$ cat config.mk
export PLATFORM = sky130hd
export DESIGN_NAME = light_sequencer
export DESIGN_NICKNAME = d
export VERILOG_FILES = /design/src/rtl/light_sequencer.sv
export SDC_FILE = /design/constraint.sdc
export NUM_CORES = 1
export LEC_CHECK = 0
export BUFFER_PORTS_ARGS = -buffer_cell sky130_fd_sc_hd__clkbuf_2
export CORE_ASPECT_RATIO = 0.75
export CORE_MARGIN = 2
export CORE_UTILIZATION = 35
export CTS_CLUSTER_SIZE = 8
export DETAILED_ROUTE_END_ITERATION = 7
export HOLD_SLACK_MARGIN = 0.02
export PLACE_DENSITY_LB_ADDON = 0.1
export SYNTH_ARGS = -nofsm -noshare
export SYNTH_HDL_FRONTEND = slang
export SYNTH_SLANG_ARGS = --single-unit
$ cat constraint.sdc
create_clock -name clock -period 3.98 [get_ports clock]
set_input_delay 0.796 -clock clock [delete_from_list [all_inputs] [get_ports clock]]
set_output_delay 0.796 -clock clock [all_outputs]
set_load 0.05 [all_outputs]
$ cat src/rtl/light_sequencer.sv
// Programmable traffic-light phase sequencer.
// Cycles GREEN -> YELLOW -> RED with per-phase durations and produces the
// light inputs for the scp_079 game FSM. It also exposes the current phase and
// the number of cycles left in it, so a checker can compare them against the
// scp_079 timer. Hold, emergency force-red and single-shot/repeat operation
// are supported.
module light_sequencer #(
    parameter int unsigned TW       = 6,
    parameter int unsigned GREEN_T  = 25,
    parameter int unsigned YELLOW_T = 22,
    parameter int unsigned RED_T    = 29
) (
    input  logic          clock,
    input  logic          reset_n,
    input  logic          start,
    input  logic          repeat_en,
    input  logic          hold,
    input  logic          force_red,
    output logic          green,
    output logic          yellow,
    output logic          red,
    output logic [1:0]    phase,
    output logic [TW-1:0] remaining,
    output logic          cycle_done
);

    typedef enum logic [1:0] {
        PH_IDLE   = 2'd0,
        PH_GREEN  = 2'd1,
        PH_YELLOW = 2'd2,
        PH_RED    = 2'd3
    } phase_e;

    // A zero duration would leave a phase with nothing to count down. It is
    // promoted to one cycle. Values wider than the counter saturate rather
    // than truncate, so a bad parameter can never alias to zero.
    function automatic logic [TW-1:0] clamp_dur(input int unsigned d);
        if (d == 0)
            return TW'(1);
        else if (d >= (32'd1 << TW))
            return '1;
        else
            return TW'(d);
    endfunction

    localparam logic [TW-1:0] G_LEN = clamp_dur(GREEN_T);
    localparam logic [TW-1:0] Y_LEN = clamp_dur(YELLOW_T);
    localparam logic [TW-1:0] R_LEN = clamp_dur(RED_T);

    phase_e        phase_q, phase_d;
    logic [TW-1:0] rem_q,   rem_d;
    logic          green_q, green_d;
    logic          yellow_q, yellow_d;
    logic          red_q,   red_d;

    // The last cycle of a phase is remaining==1. Treating 0 as "last" as well
    // means the counter can never underflow, even from an unexpected state.
    logic last_cycle;
    assign last_cycle = (rem_q <= TW'(1));

    // Next phase and count. Priority: force_red, then hold, then start, then
    // the normal countdown.
    always_comb begin
        phase_d = phase_q;
        rem_d   = rem_q;
        if (force_red) begin
            // Enter RED from any phase; if already in RED, reload to extend it.
            phase_d = PH_RED;
            rem_d   = R_LEN;
        end else if (phase_q == PH_IDLE) begin
            // hold has nothing to freeze in IDLE; only start matters here.
            if (start) begin
                phase_d = PH_GREEN;
                rem_d   = G_LEN;
            end
        end else if (hold) begin
            phase_d = phase_q;
            rem_d   = rem_q;
        end else if (last_cycle) begin
            unique case (phase_q)
                PH_GREEN: begin
                    phase_d = PH_YELLOW;
                    rem_d   = Y_LEN;
                end
                PH_YELLOW: begin
                    phase_d = PH_RED;
                    rem_d   = R_LEN;
                end
                PH_RED: begin
                    // repeat_en only matters on the edge that leaves RED.
                    if (repeat_en) begin
                        phase_d = PH_GREEN;
                        rem_d   = G_LEN;
                    end else begin
                        phase_d = PH_IDLE;
                        rem_d   = '0;
                    end
                end
                default: begin
                    phase_d = PH_IDLE;
                    rem_d   = '0;
                end
            endcase
        end else begin
            rem_d = rem_q - TW'(1);
        end
    end

    // The lights are decoded from the next phase and registered together with
    // it. They therefore switch on the same edge as phase and stay one-hot
    // with no decode glitches on the outputs.
    always_comb begin
        green_d  = (phase_d == PH_GREEN);
        yellow_d = (phase_d == PH_YELLOW);
        red_d    = (phase_d == PH_RED);
    end

    // State and registered light outputs. Reset is asynchronous and returns
    // the block to IDLE with all lights dark.
    always_ff @(posedge clock or negedge reset_n) begin
        if (!reset_n) begin
            phase_q  <= PH_IDLE;
            rem_q    <= '0;
            green_q  <= 1'b0;
            yellow_q <= 1'b0;
            red_q    <= 1'b0;
        end else begin
            phase_q  <= phase_d;
            rem_q    <= rem_d;
            green_q  <= green_d;
            yellow_q <= yellow_d;
            red_q    <= red_d;
        end
    end

    // End-of-cycle pulse: the final RED cycle, provided hold is not freezing it.
    // This is decoded from registered state, so it drops to zero as soon as
    // reset is asserted.
    always_comb begin
        cycle_done = (phase_q == PH_RED) && (rem_q == TW'(1)) && !hold;
    end

    assign green     = green_q;
    assign yellow    = yellow_q;
    assign red       = red_q;
    assign phase     = phase_q;
    assign remaining = rem_q;

endmodule

# [Word level (Yosys, flattened, before mapping)]
# Cells that the tools add are included.
[word_totals] ff_bits=11 input_bits=6
[classes] eq_ne=9 n_reduce_logical=5 addsub=1 n_lt_le_gt_ge=1 n_mux=14
[ops] op="6-bit two-way mux" count=5
[ops] op="5-bit one-hot mux with 3 select lines" count=1
[ops] op="2-bit two-way mux" count=5
[ops] op="2-bit == test, second input constant" count=4
[ops] op="6-bit by 1-bit == test with 1-bit output, second input constant" count=1
[ops] op="6-bit by 1-bit <= comparator with 1-bit output, second input constant" count=1
[ops] op="2-bit one-hot mux with 3 select lines" count=1
[ops] op="6-bit by 1-bit subtractor with 6-bit output, second input constant" count=1
[ops] op="5-bit two-way mux" count=1
[ops] op="2-bit by 1-bit == test with 1-bit output, second input constant" count=2
[ops] op="3-bit by 1-bit inequality test with 1-bit output, second input constant" count=1
[ops] op="3-bit inequality test, second input constant" count=1
[ops] op="1-bit logical AND" count=2
[ops] op="2-bit zero test" count=1
[ops] op="2-bit AND reduction" count=1
[ops] op="1-bit zero test" count=1
[ops] op="1-bit two-way mux" count=1

# [Longest topological paths before layout]
[logic_depth] ltp_word=7 depth_mapped=8

# [Worst setup path before layout]
# No wires, ideal clock.
[synth_path] path_kind="reg-to-output" from="reg rem_q[4] (netlist: remaining[4])" to="out cycle_done" stages_incl_launch_ff=3 path_buffers=0 arrival_time_ps=1598 slack_ps=1586 required_ps=3184 cell_sequence="dfrtp_1 -> nor4_4 -> and4b_1"
[synth_via] elab_chain_len=3
[synth_lines] element="start: declaration" line="51" rtl="logic [TW-1:0] rem_q, rem_d;"
[synth_lines] element="start signal: assignment" line="129" rtl="rem_q <= rem_d;"
[synth_lines] element="6-bit by 1-bit == test with 1-bit output" line="140" rtl="cycle_done = (phase_q == PH_RED) && (rem_q == TW'(1)) && !hold;"
[synth_lines] element="1-bit logical AND (2 in a row)" line="140"
[synth_lines] element="end: declaration" line="24" rtl="output logic cycle_done"
# Every way passes these cells.

# [Worst setup path in the final report]
[layout_path] from="reg rem_q[5] (netlist: remaining[5])" to="out cycle_done"
# Same word-level chain as after synthesis.

==> PnR_summary.wiki <==
{| class="wikitable"
! Metric !! Value
|-
| Number of levels in the clock H-tree || 1
|-
| Total of max-cap violations || 0
|-
| Post-CTS setup-driven buffer insertion count || 0
|-
| Fraction of layout instances using a drive strength above 1 || 37.4%
|-
| Dpl hpwl || 1300 um
|-
| Area of the core region || 2050 um2
|-
| Number of search-and-repair iterations in the first detailed-routing pass || 4
|-
| # setup viols final || 0
|-
| Post-route antenna net violation count || 0
|-
| ANT cells || 0
|-
| Combined flip-flop and latch cell area || 275 um2
|-
| Buffers from clock root to sink, at most || 2
|-
| Highest cell delay on the worst timing path || 0.46 ns
|-
| Worst slew slack as a fraction of its limit || 53.0%
|-
| Yosys top cell by area || sky130_fd_sc_hd__dfrtp_1
|-
| Areal power density over the cells || 268 nW/um2
|-
| Top-area cell type share of the netlist area || 35.5%
|-
| Syn avg cell area || 9.80 um2
|-
| Final clock skew || 0.00577 ns
|-
| Clk Latency, worst-skew pair || 0.28 ns
|-
| WS Path Type || flop to output port
|-
| Synth Instances || 79
|-
| Critical path data required time || 3.18 ns
|-
| Overall routed net length || 1670 um
|-
| Run status || finished clean
|-
| Wire length of the first global-routing pass || 2910 um
|-
| Minimum clock period || 2.49 ns
|-
| Proportion of synthesized chip area in sequential cells || 35.5%
|-
| TritonCTS clock tree || built
|-
| Total area of multi-input combinational cells || 465 um2
|-
| Top achievable clock speed || 402 MHz
|-
| Initial core utilization || 37.8%
|-
| Area enclosed by the die boundary || 2610 um2
|-
| I/O Pins || 18
|-
| Distinct cell type count of the synthesized netlist || 35
|-
| Synth-to-Final Area Change || 17.4%
|-
| Count of cells resized by post-cts repair || 0
|-
| Fin Setup TNS || 0 ns
|-
| Number of nets in the synthesized netlist || 91
|-
| Number of nets in the finished design || 112
|-
| Number of synthesis warnings || 0
|-
| Combined area of all synthesized cells || 774 um2
|-
| Critical Path, Cell by Cell || nor4_4 > and4b_1 > clkbuf_2
|-
| Clock-pin slew on the worst setup and hold paths || 0.08 ns
|-
| Iteration-0 DRC Markers || 24
|-
| Worst Path Max Fanout || 6
|-
| Arrival @ worst endpoint || 1.69 ns
|-
| Design Area, Final || 910 um2
|-
| Total Routing Usage GR || 15.7%
|-
| Via count of the first global-routing pass || 657
|-
| Detailed-route DRC error count || 0
|-
| Hold WS || 0.371 ns
|-
| Ratio of final minimum period to clock period || 62.5%
|-
| Placed inst area || 882 um2
|-
| Final Slew Violations || 0
|-
| Vias post-DR || 666
|-
| Setup repair after global routing missed its margin || false
|-
| Critical path's slowest cell || sky130_fd_sc_hd__dfrtp_1
|-
| Routability cong. || 0.817
|-
| Count of filler cells inserted in the layout || 207
|-
| PortBufs || 17
|-
| Average wire length per cell after detail routing || 13.6 um
|-
| Crit path capture type || output port
|-
| Pwr Total || 244 uW
|-
| Leakage power total || 0.000390 uW
|-
| Number of buffers inserted by hold repair at cts || 0
|-
| Class of the tightest hold or removal check || input port to async pin
|-
| Kind of launch point of the worst setup path || flop
|-
| Hold Fails Final Rpt || 0
|-
| Slew of the pin with the lowest slew margin || 0.700 ns
|-
| Die X-Extent || 58.3 um
|-
| Clock root buffer || sky130_fd_sc_hd__clkbuf_4
|-
| Site Rows || 14
|-
| Pin count of the biggest net entering global routing || 12
|-
| Total of flip-flops plus latches after synthesis || 11
|-
| Antenna violations before repair || 0
|-
| Highest ir drop seen on vdd || 0.222 mV
|-
| Main area contributors after synthesis || sky130_fd_sc_hd__dfrtp_1 36%, sky130_fd_sc_hd__ha_1 9.7%, sky130_fd_sc_hd__nor2_1 4.4%
|-
| Overall overflow remaining after global route || 0
|-
| Cts bufs inserted || 3
|-
| Count of clock tree sinks || 11
|-
| Mean number of vias per cell || 5.41
|-
| Height of the die || 44.7 um
|}
-- worst paths after layout --
| kind | startpoint | to | slack (ns) | cells after the start |
|---|---|---|---|---|
| worst min-delay path | reset_n | remaining[1] | 0.37 | 1 |
| worst max register to register | phase[0] | remaining[5] | 1.96 | 5 |
| min in group clock | remaining[1] | remaining[1] | 0.61 | 2 |
| max in group asynchronous | reset_n | phase[0] | 3.39 | 1 |
| worst min register to register | remaining[1] | remaining[1] | 0.61 | 2 |
| worst max-delay path | remaining[5] | cycle_done | 1.49 | 3 |
-- critical path: cells and delay by family (launching register included) --
kind | cells | cell delay [ns]
buf+inv | 1 | 0.27
flops | 1 | 0.46
simple gates | 2 | 0.69
-- registers in the layout, indices dropped and copies added, names as in the netlist --
signal,cells
phase,2
red,1
yellow,1
remaining,6
green,1
-- final cells by class --
cell class,count,share of cell area (%)
Clock inverter,1,0.550
Multi-Input combinational cell,60,51.2
Tap cell,24,3.30
Inverter,7,2.89
Clock buffer,3,2.48
Sequential cell,11,30.3
Timing Repair Buffer,17,9.35
-- Yosys cell counts, drive strengths merged --
cell and n:
dfrtp 11, nor2 11, inv 7, ha 6
a21oi 5, nor3 4, a31oi 3, nand2 3
o211ai 3, o21ai 3, o21a 2, o2bb2ai 2
xnor2 2, a211o 1, a221o 1, a41oi 1
and2b 1, and3 1, and4b 1, buf 1
nand3 1, nand4b 1, nor3b 1, nor4 1
o21ba 1, o221a 1, o221ai 1, o311a 1
or2b 1, or4 1
-- placed cells by master, fill, tap and decap left out, types with 2 or more instances in the layout --
| cell | instances |
|---|---|
| sky130_fd_sc_hd__ha_1 | 6 |
| sky130_fd_sc_hd__nor2_2 | 2 |
| sky130_fd_sc_hd__o2bb2ai_1 | 2 |
| sky130_fd_sc_hd__o211ai_1 | 3 |
| sky130_fd_sc_hd__clkbuf_2 | 17 |
| sky130_fd_sc_hd__nor3_2 | 2 |
| sky130_fd_sc_hd__inv_2 | 2 |
| sky130_fd_sc_hd__o21ai_1 | 2 |
| sky130_fd_sc_hd__dfrtp_1 | 11 |
| sky130_fd_sc_hd__inv_1 | 5 |
| sky130_fd_sc_hd__clkbuf_4 | 3 |
| sky130_fd_sc_hd__nor3_1 | 2 |
| sky130_fd_sc_hd__xnor2_1 | 2 |
| sky130_fd_sc_hd__a21oi_1 | 5 |
| sky130_fd_sc_hd__a31oi_1 | 3 |
| sky130_fd_sc_hd__nor2_1 | 9 |
| sky130_fd_sc_hd__nand2_1 | 3 |
-- report_power, final --
part | switching, uW | leakage (uW) | total [uW] | internal, uW
logic | 30.2 | 0.000253 | 44.7 | 14.5
clock network | 42.7 | 0.0000177 | 80.0 | 37.4
registers | 4.95 | 0.000120 | 119 | 114
total | 77.8 | 0.000390 | 244 | 166
-- through the flow --
stage	utilization, %	cells	setup slack, ns
finish	44.4	123	1.49
global route	44.4	123	1.38
CTS	44.4	123	1.48
detailed placement	43.0	119	1.75
global placement	43.0	119	1.75
floorplan	-	79	1.59
-- kinds of logic after synthesis --
| kind of cell | synth area share [%] |
|---|---|
| AND/OR/NAND/NOR | 22.8 |
| XOR/XNOR | 2.26 |
| flip-flops | 35.5 |
| adder cells (fa/ha/maj) | 9.69 |
| AO/OA/AOI/OAI | 25.4 |
| buffers and inverters | 4.36 |
-- layer usage --
metal  vias to the layer above  wire [um]  track usage [%]
met3                         4        111             6.30
met5                         -          0                0
li1                        335          -                -
met4                         0         35             6.98
met2                        14        749             22.7
met1                       313        777             20.9
Note: power is estimated with default switching activity, not from simulation.
